**src/rtl/io_tile_top_param.sv**
```systemverilog
// Parametrised IO tile: double-buffered serial config chain driving per-pad and
// per-track source muxes with optional output registers and per-pad output enables.
module io_tile_top_param #(
    parameter int unsigned IO_WIDTH = 4,
    parameter int unsigned IC_WIDTH = 10,
    parameter int unsigned SEL_IC   = 4,
    parameter int unsigned SEL_IO   = 2
) (
    input  logic                clock,
    input  logic                reset,
    input  logic                config_in,
    output logic                config_out,
    input  logic                config_enable,
    input  logic                config_commit,
    output logic                config_valid,
    input  logic                enable,
    input  logic [IO_WIDTH-1:0] data_from_io,
    output logic [IO_WIDTH-1:0] data_to_io,
    output logic [IO_WIDTH-1:0] data_oe,
    input  logic [IC_WIDTH-1:0] data_from_ic,
    output logic [IC_WIDTH-1:0] data_to_ic
);

    localparam int unsigned PAD_FW       = SEL_IC + 2;
    localparam int unsigned TRK_FW       = SEL_IO + 1;
    localparam int unsigned TRK_BASE     = IO_WIDTH * PAD_FW;
    localparam int unsigned CONFIG_WIDTH = TRK_BASE + IC_WIDTH * TRK_FW;
    localparam int unsigned IC_EXT       = 1 << SEL_IC;
    localparam int unsigned IO_EXT       = 1 << SEL_IO;

    logic [CONFIG_WIDTH-1:0] shadow;
    logic [CONFIG_WIDTH-1:0] active;
    logic                    valid_q;

    logic [IO_WIDTH-1:0] q_io;
    logic [IO_WIDTH-1:0] pad_src;
    logic [IO_WIDTH-1:0] pad_reg;
    logic [IO_WIDTH-1:0] pad_oe;

    logic [IC_WIDTH-1:0] q_ic;
    logic [IC_WIDTH-1:0] trk_src;
    logic [IC_WIDTH-1:0] trk_reg;

    // Zero-extended sources make out-of-range selects read back as 0 without a compare.
    logic [IC_EXT-1:0] ic_ext;
    logic [IO_EXT-1:0] io_ext;

    assign ic_ext = IC_EXT'(data_from_ic);
    assign io_ext = IO_EXT'(data_from_io);

    // Shift chain and committed configuration; commit samples the pre-shift shadow.
    always_ff @(posedge clock or posedge reset) begin
        if (reset) begin
            shadow  <= '0;
            active  <= '0;
            valid_q <= 1'b0;
        end else begin
            if (config_enable) begin
                shadow <= {shadow[CONFIG_WIDTH-2:0], config_in};
            end
            if (config_commit) begin
                active  <= shadow;
                valid_q <= 1'b1;
            end
        end
    end

    for (genvar i = 0; i < IO_WIDTH; i++) begin : g_pad
        localparam int unsigned BASE = i * PAD_FW;
        logic [SEL_IC-1:0] sel;
        assign sel        = active[BASE +: SEL_IC];
        assign pad_src[i] = ic_ext[sel];
        assign pad_reg[i] = active[BASE + SEL_IC];
        assign pad_oe[i]  = active[BASE + SEL_IC + 1];
    end

    for (genvar j = 0; j < IC_WIDTH; j++) begin : g_trk
        localparam int unsigned BASE = TRK_BASE + j * TRK_FW;
        logic [SEL_IO-1:0] sel;
        assign sel        = active[BASE +: SEL_IO];
        assign trk_src[j] = io_ext[sel];
        assign trk_reg[j] = active[BASE + SEL_IO];
    end

    // User registers advance only once a configuration is live.
    always_ff @(posedge clock or posedge reset) begin
        if (reset) begin
            q_io <= '0;
            q_ic <= '0;
        end else if (enable && valid_q) begin
            q_io <= pad_src;
            q_ic <= trk_src;
        end
    end

    assign config_out   = shadow[CONFIG_WIDTH-1];
    assign config_valid = valid_q;
    assign data_oe      = pad_oe;
    assign data_to_io   = pad_oe & ((pad_reg & q_io) | (~pad_reg & pad_src));
    // Masking by valid keeps unconfigured tracks (sel=0) from leaking data_from_io[0].
    assign data_to_ic   = {IC_WIDTH{valid_q}} & ((trk_reg & q_ic) | (~trk_reg & trk_src));

endmodule

```
**config.mk**
```make
export PLATFORM = sky130hd
export DESIGN_NAME = io_tile_top_param
export DESIGN_NICKNAME = d
export VERILOG_FILES = /design/src/rtl/io_tile_top_param.sv
export SDC_FILE = /design/constraint.sdc
export NUM_CORES = 1
export LEC_CHECK = 0
export CAP_MARGIN = 10
export CORE_ASPECT_RATIO = 1.1
export CORE_MARGIN = 2
export CORE_UTILIZATION = 55
export DETAILED_ROUTE_END_ITERATION = 8
export PLACE_DENSITY_LB_ADDON = 0.08
export SLEW_MARGIN = 20
export SYNTH_ARGS = -nofsm -noshare
export SYNTH_HDL_FRONTEND = slang
export SYNTH_SLANG_ARGS = --single-unit
```
**constraint.sdc**
```tcl
create_clock -name clock -period 5 [get_ports clock]
set_clock_uncertainty 0.1 [all_clocks]
set_input_delay 1.25 -clock clock [delete_from_list [all_inputs] [get_ports clock]]
set_output_delay 1.25 -clock clock [all_outputs]
set_load 0.03 [all_outputs]
```
==> impl_results.md <==
- Status: completed
- # resized after CTS: 0
- Final Setup Violations: 0
- Slew @ Worst Pin: 986 ps
- ANT nets after route: 0
- Reg power frac: 42.0%
- Hold_buf cts: 0
- RR Endpoint: q_ic[5]$_DFFE_PP0P_
- CP arrival: 3290 ps
- Synthesized net count: 386
- Mapped cell area: 5420 µm²
- Mean Syn Cell Area: 14.8 µm²
- Netlist cell types: 18
- Reg2Reg Launch Point: config_valid$_DFFE_PP0P_
- TritonCTS Buffers: 17
- P_int: 2.39 mW
- Wire length per cell: 18.5 µm
- Setup TNS: 0 ps
- Die Wd: 98.7 µm
- Comb power frac: 20.7%
- Synthesized instance count: 366
- Critical Path RT: 3650 ps
- Critical-path cell list: clkdlybuf4s50_1 -> mux4_2 -> a2bb2oi_1 -> a32oi_2 -> a21oi_1 -> clkdlybuf4s50_1
- Crit path max-delay family: buffers and inverters
- Crit-path max FO: 4
- Crit path largest cell delay: 600 ps
- Core Box Area: 9750 µm²
- HP Class: reg2reg
- Clk pwr share: 37.3%
- CP Depth: 6
- Fmax: 0.216 GHz
- Initial Util: 55.6%
- Peak supply drop: 0.000241 V
- Initial DRC count: 126
- # H-tree levels: 4
- Worst R2R Path Depth: 2
- Root buf cell: clkbuf_8
- Reported net switching power: 0.962 mW
- Nets@finish: 423
- Pleak: 2.89 nW
- #FFs+latches synth: 123
- Layout cell share with drive strength beyond 1: 41.1%
- CTS tree: built
- Vias in the first global route: 3206
- Slew Limit Fails: 0
- CP endpoint: data_to_io[2]
- Initial antenna violation count: 0
- RSZ-0062 raised after global routing: false
- Switching part of the total: 28.7%
- Share of the yosys chip area belonging to registers: 56.8%
- Via density: 5.63
- Die H: 108 µm
- Syn. warnings: 0
- Final Worst Setup Slack: 365 ps
- First-pass GRT wire length: 16400 µm
- DIE AREA: 10700 µm²
- Final wirelength: 9900 µm
- CTS Sinks: 123
- Tcrit/Tclk final: 92.7%
- Critical path buffer and inverter count: 2
- Slew Limit Headroom: 34.3%
- Setup crit start: data_from_ic[4]
- Drt pass-1 iters: 4
- Final min period: 4640 ps
- P per Cell Area: 520 nW/µm²
- Setup WS pre-CTS: 352 ps
- Clock Latency Late Sink: 520 ps
- DRC Markers: 0
- Startpoint class of the critical path: input port
- CP endpoint kind: output pin
- Grt ovf: 0
- Max Cap Viol: 0
- Worst R2R Setup Slack: 2880 ps
- Setup Fix Bufs, Post-CTS: 0
- Final hold vios: 0
- Total track usage: 20.4%
- Tightest hold margin: 409 ps
- Slowest cell on crit path: clkdlybuf4s50_1
- Clock tree buffer depth: 2
- Diode count: 0
- Detailed Place HPWL: 6270 µm
- Clk slew on worst S/H paths: 60 ps
- Final Core Density: 66.2%
- Gpl congestion: 0.742
- P&R area growth vs syn: 19.0%
- Largest net degree at the start of global routing: 67
- Via count: 3015
- FP Rows: 38
- Setup CP Type: in2out
- Input/output buffers: 39
- Worst path most repeated cell: clkdlybuf4s50_1
- Boundary Pins: 40
-- through the flow --
stage	instances	power, mW	area, µm²
global route	536	3.52	6450
detailed placement	504	2.13	5840
finish	536	3.35	6450
floorplan	366	1.94	5420
CTS	536	3.39	6450
global placement	504	2.10	5840
-- cell usage in the layout, fill, tap and decap left out, types with 2 or more instances in the layout --
| cell type | synthesis | final |
|---|---|---|
| dfrtp_1 | 123 | 123 |
| mux2_2 | 114 | 114 |
| clkdlybuf4s50_1 | 0 | 37 |
| mux2i_1 | 18 | 18 |
| clkbuf_16 | 0 | 16 |
| mux4_2 | 14 | 14 |
| nor2b_1 | 14 | 14 |
| o21ai_0 | 12 | 12 |
| a21oi_1 | 12 | 12 |
| inv_1 | 9 | 8 |
| nand2_1 | 8 | 8 |
| nor2_1 | 8 | 8 |
| inv_6 | 0 | 5 |
| a2bb2oi_1 | 4 | 4 |
| a32oi_2 | 4 | 4 |
| clkinv_4 | 0 | 4 |
| bufinv_16 | 0 | 3 |
| clkbuf_8 | 0 | 2 |
| clkinvlp_4 | 0 | 2 |
| buf_2 | 11 | 2 |
| buf_4 | 4 | 2 |
-- worst min-delay path, stage by stage (launching register included) --
cell and delay [ps]:
dfrtp_1 360, nand2_1 50, o21ai_0 60
-- flip-flops by register name, indices dropped and copies added, names as in the netlist --
name and flops:
active 54, shadow 54, q_ic 10, q_io 4, config_valid 1
-- layer usage --
layer	routed length, µm	GRT usage, %	part of all wire (%)	vias to the layer above
li1	-	-	-	1381
met1	4430	26.3	45	1575
met2	5050	33.6	51	52
met3	347	6.98	3.5	7
met4	80	5.28	0.81	0
met5	0	0	0	-
-- logic make-up (layout without fill, tap and decap cells) --
family,after synthesis,count (layout),synth area share [%]
mux,146,146,32.8
flops,123,123,56.8
buf+inv,33,83,3.37
compound gates,32,32,4.06
simple gates,32,32,2.95
-- synth_stat cells --
cell type | instances | area share, %
buf_6 | 4 | 0.83
mux2i_1 | 18 | 3.3
nor2_1 | 8 | 0.55
nand2_1 | 8 | 0.55
dfrtp_1 | 123 | 57
clkbuf_1 | 5 | 0.35
o21ai_0 | 12 | 1.1
a32oi_2 | 4 | 1.2
mux4_2 | 14 | 5.8
mux2_2 | 114 | 24
a2bb2oi_1 | 4 | 0.65
a21oi_1 | 12 | 1.1
buf_4 | 4 | 0.55
nor2b_1 | 14 | 1.6
or2_2 | 1 | 0.12
inv_1 | 9 | 0.62
buf_2 | 11 | 1.0
and2_1 | 1 | 0.12
-- layout make-up --
type,instances,area [µm²]
fill,719,3300
sequential,123,3080
multi-input combinational,210,2160
clock buffer,18,428
timing repair buffer,42,415
clock inverter,14,184
tap,120,150
inverter,9,36.3
-- worst min path at each step --
stage                      startpoint                      to  slack (ps)  cells past startpoint
2_1_floorplan  shadow[19]$_DFFE_PP0P_  active[19]$_DFFE_PP0P_         360                      2
3_3_place_gp    shadow[4]$_DFFE_PP0P_   active[4]$_DFFE_PP0P_         390                      2
3_5_place_dp      q_ic[8]$_DFFE_PP0P_     q_ic[8]$_DFFE_PP0P_         400                      1
4_1_cts           q_ic[8]$_DFFE_PP0P_     q_ic[8]$_DFFE_PP0P_         410                      1
5_1_grt           q_ic[8]$_DFFE_PP0P_     q_ic[8]$_DFFE_PP0P_         430                      1
6_report        shadow[8]$_DFFE_PP0P_   active[8]$_DFFE_PP0P_         410                      2
-- power groups by stage --
stage                     Combinational, mW  Sequential (mW)  Clock, mW
after floorplan                       0.596             1.34          0
after global placement                0.683             1.41          0
after detailed placement              0.701             1.43          0
after CTS                             0.707             1.41       1.27
after global routing                  0.756             1.44       1.32
final                                 0.695             1.41       1.25
Power figures use the tool's default switching activity.
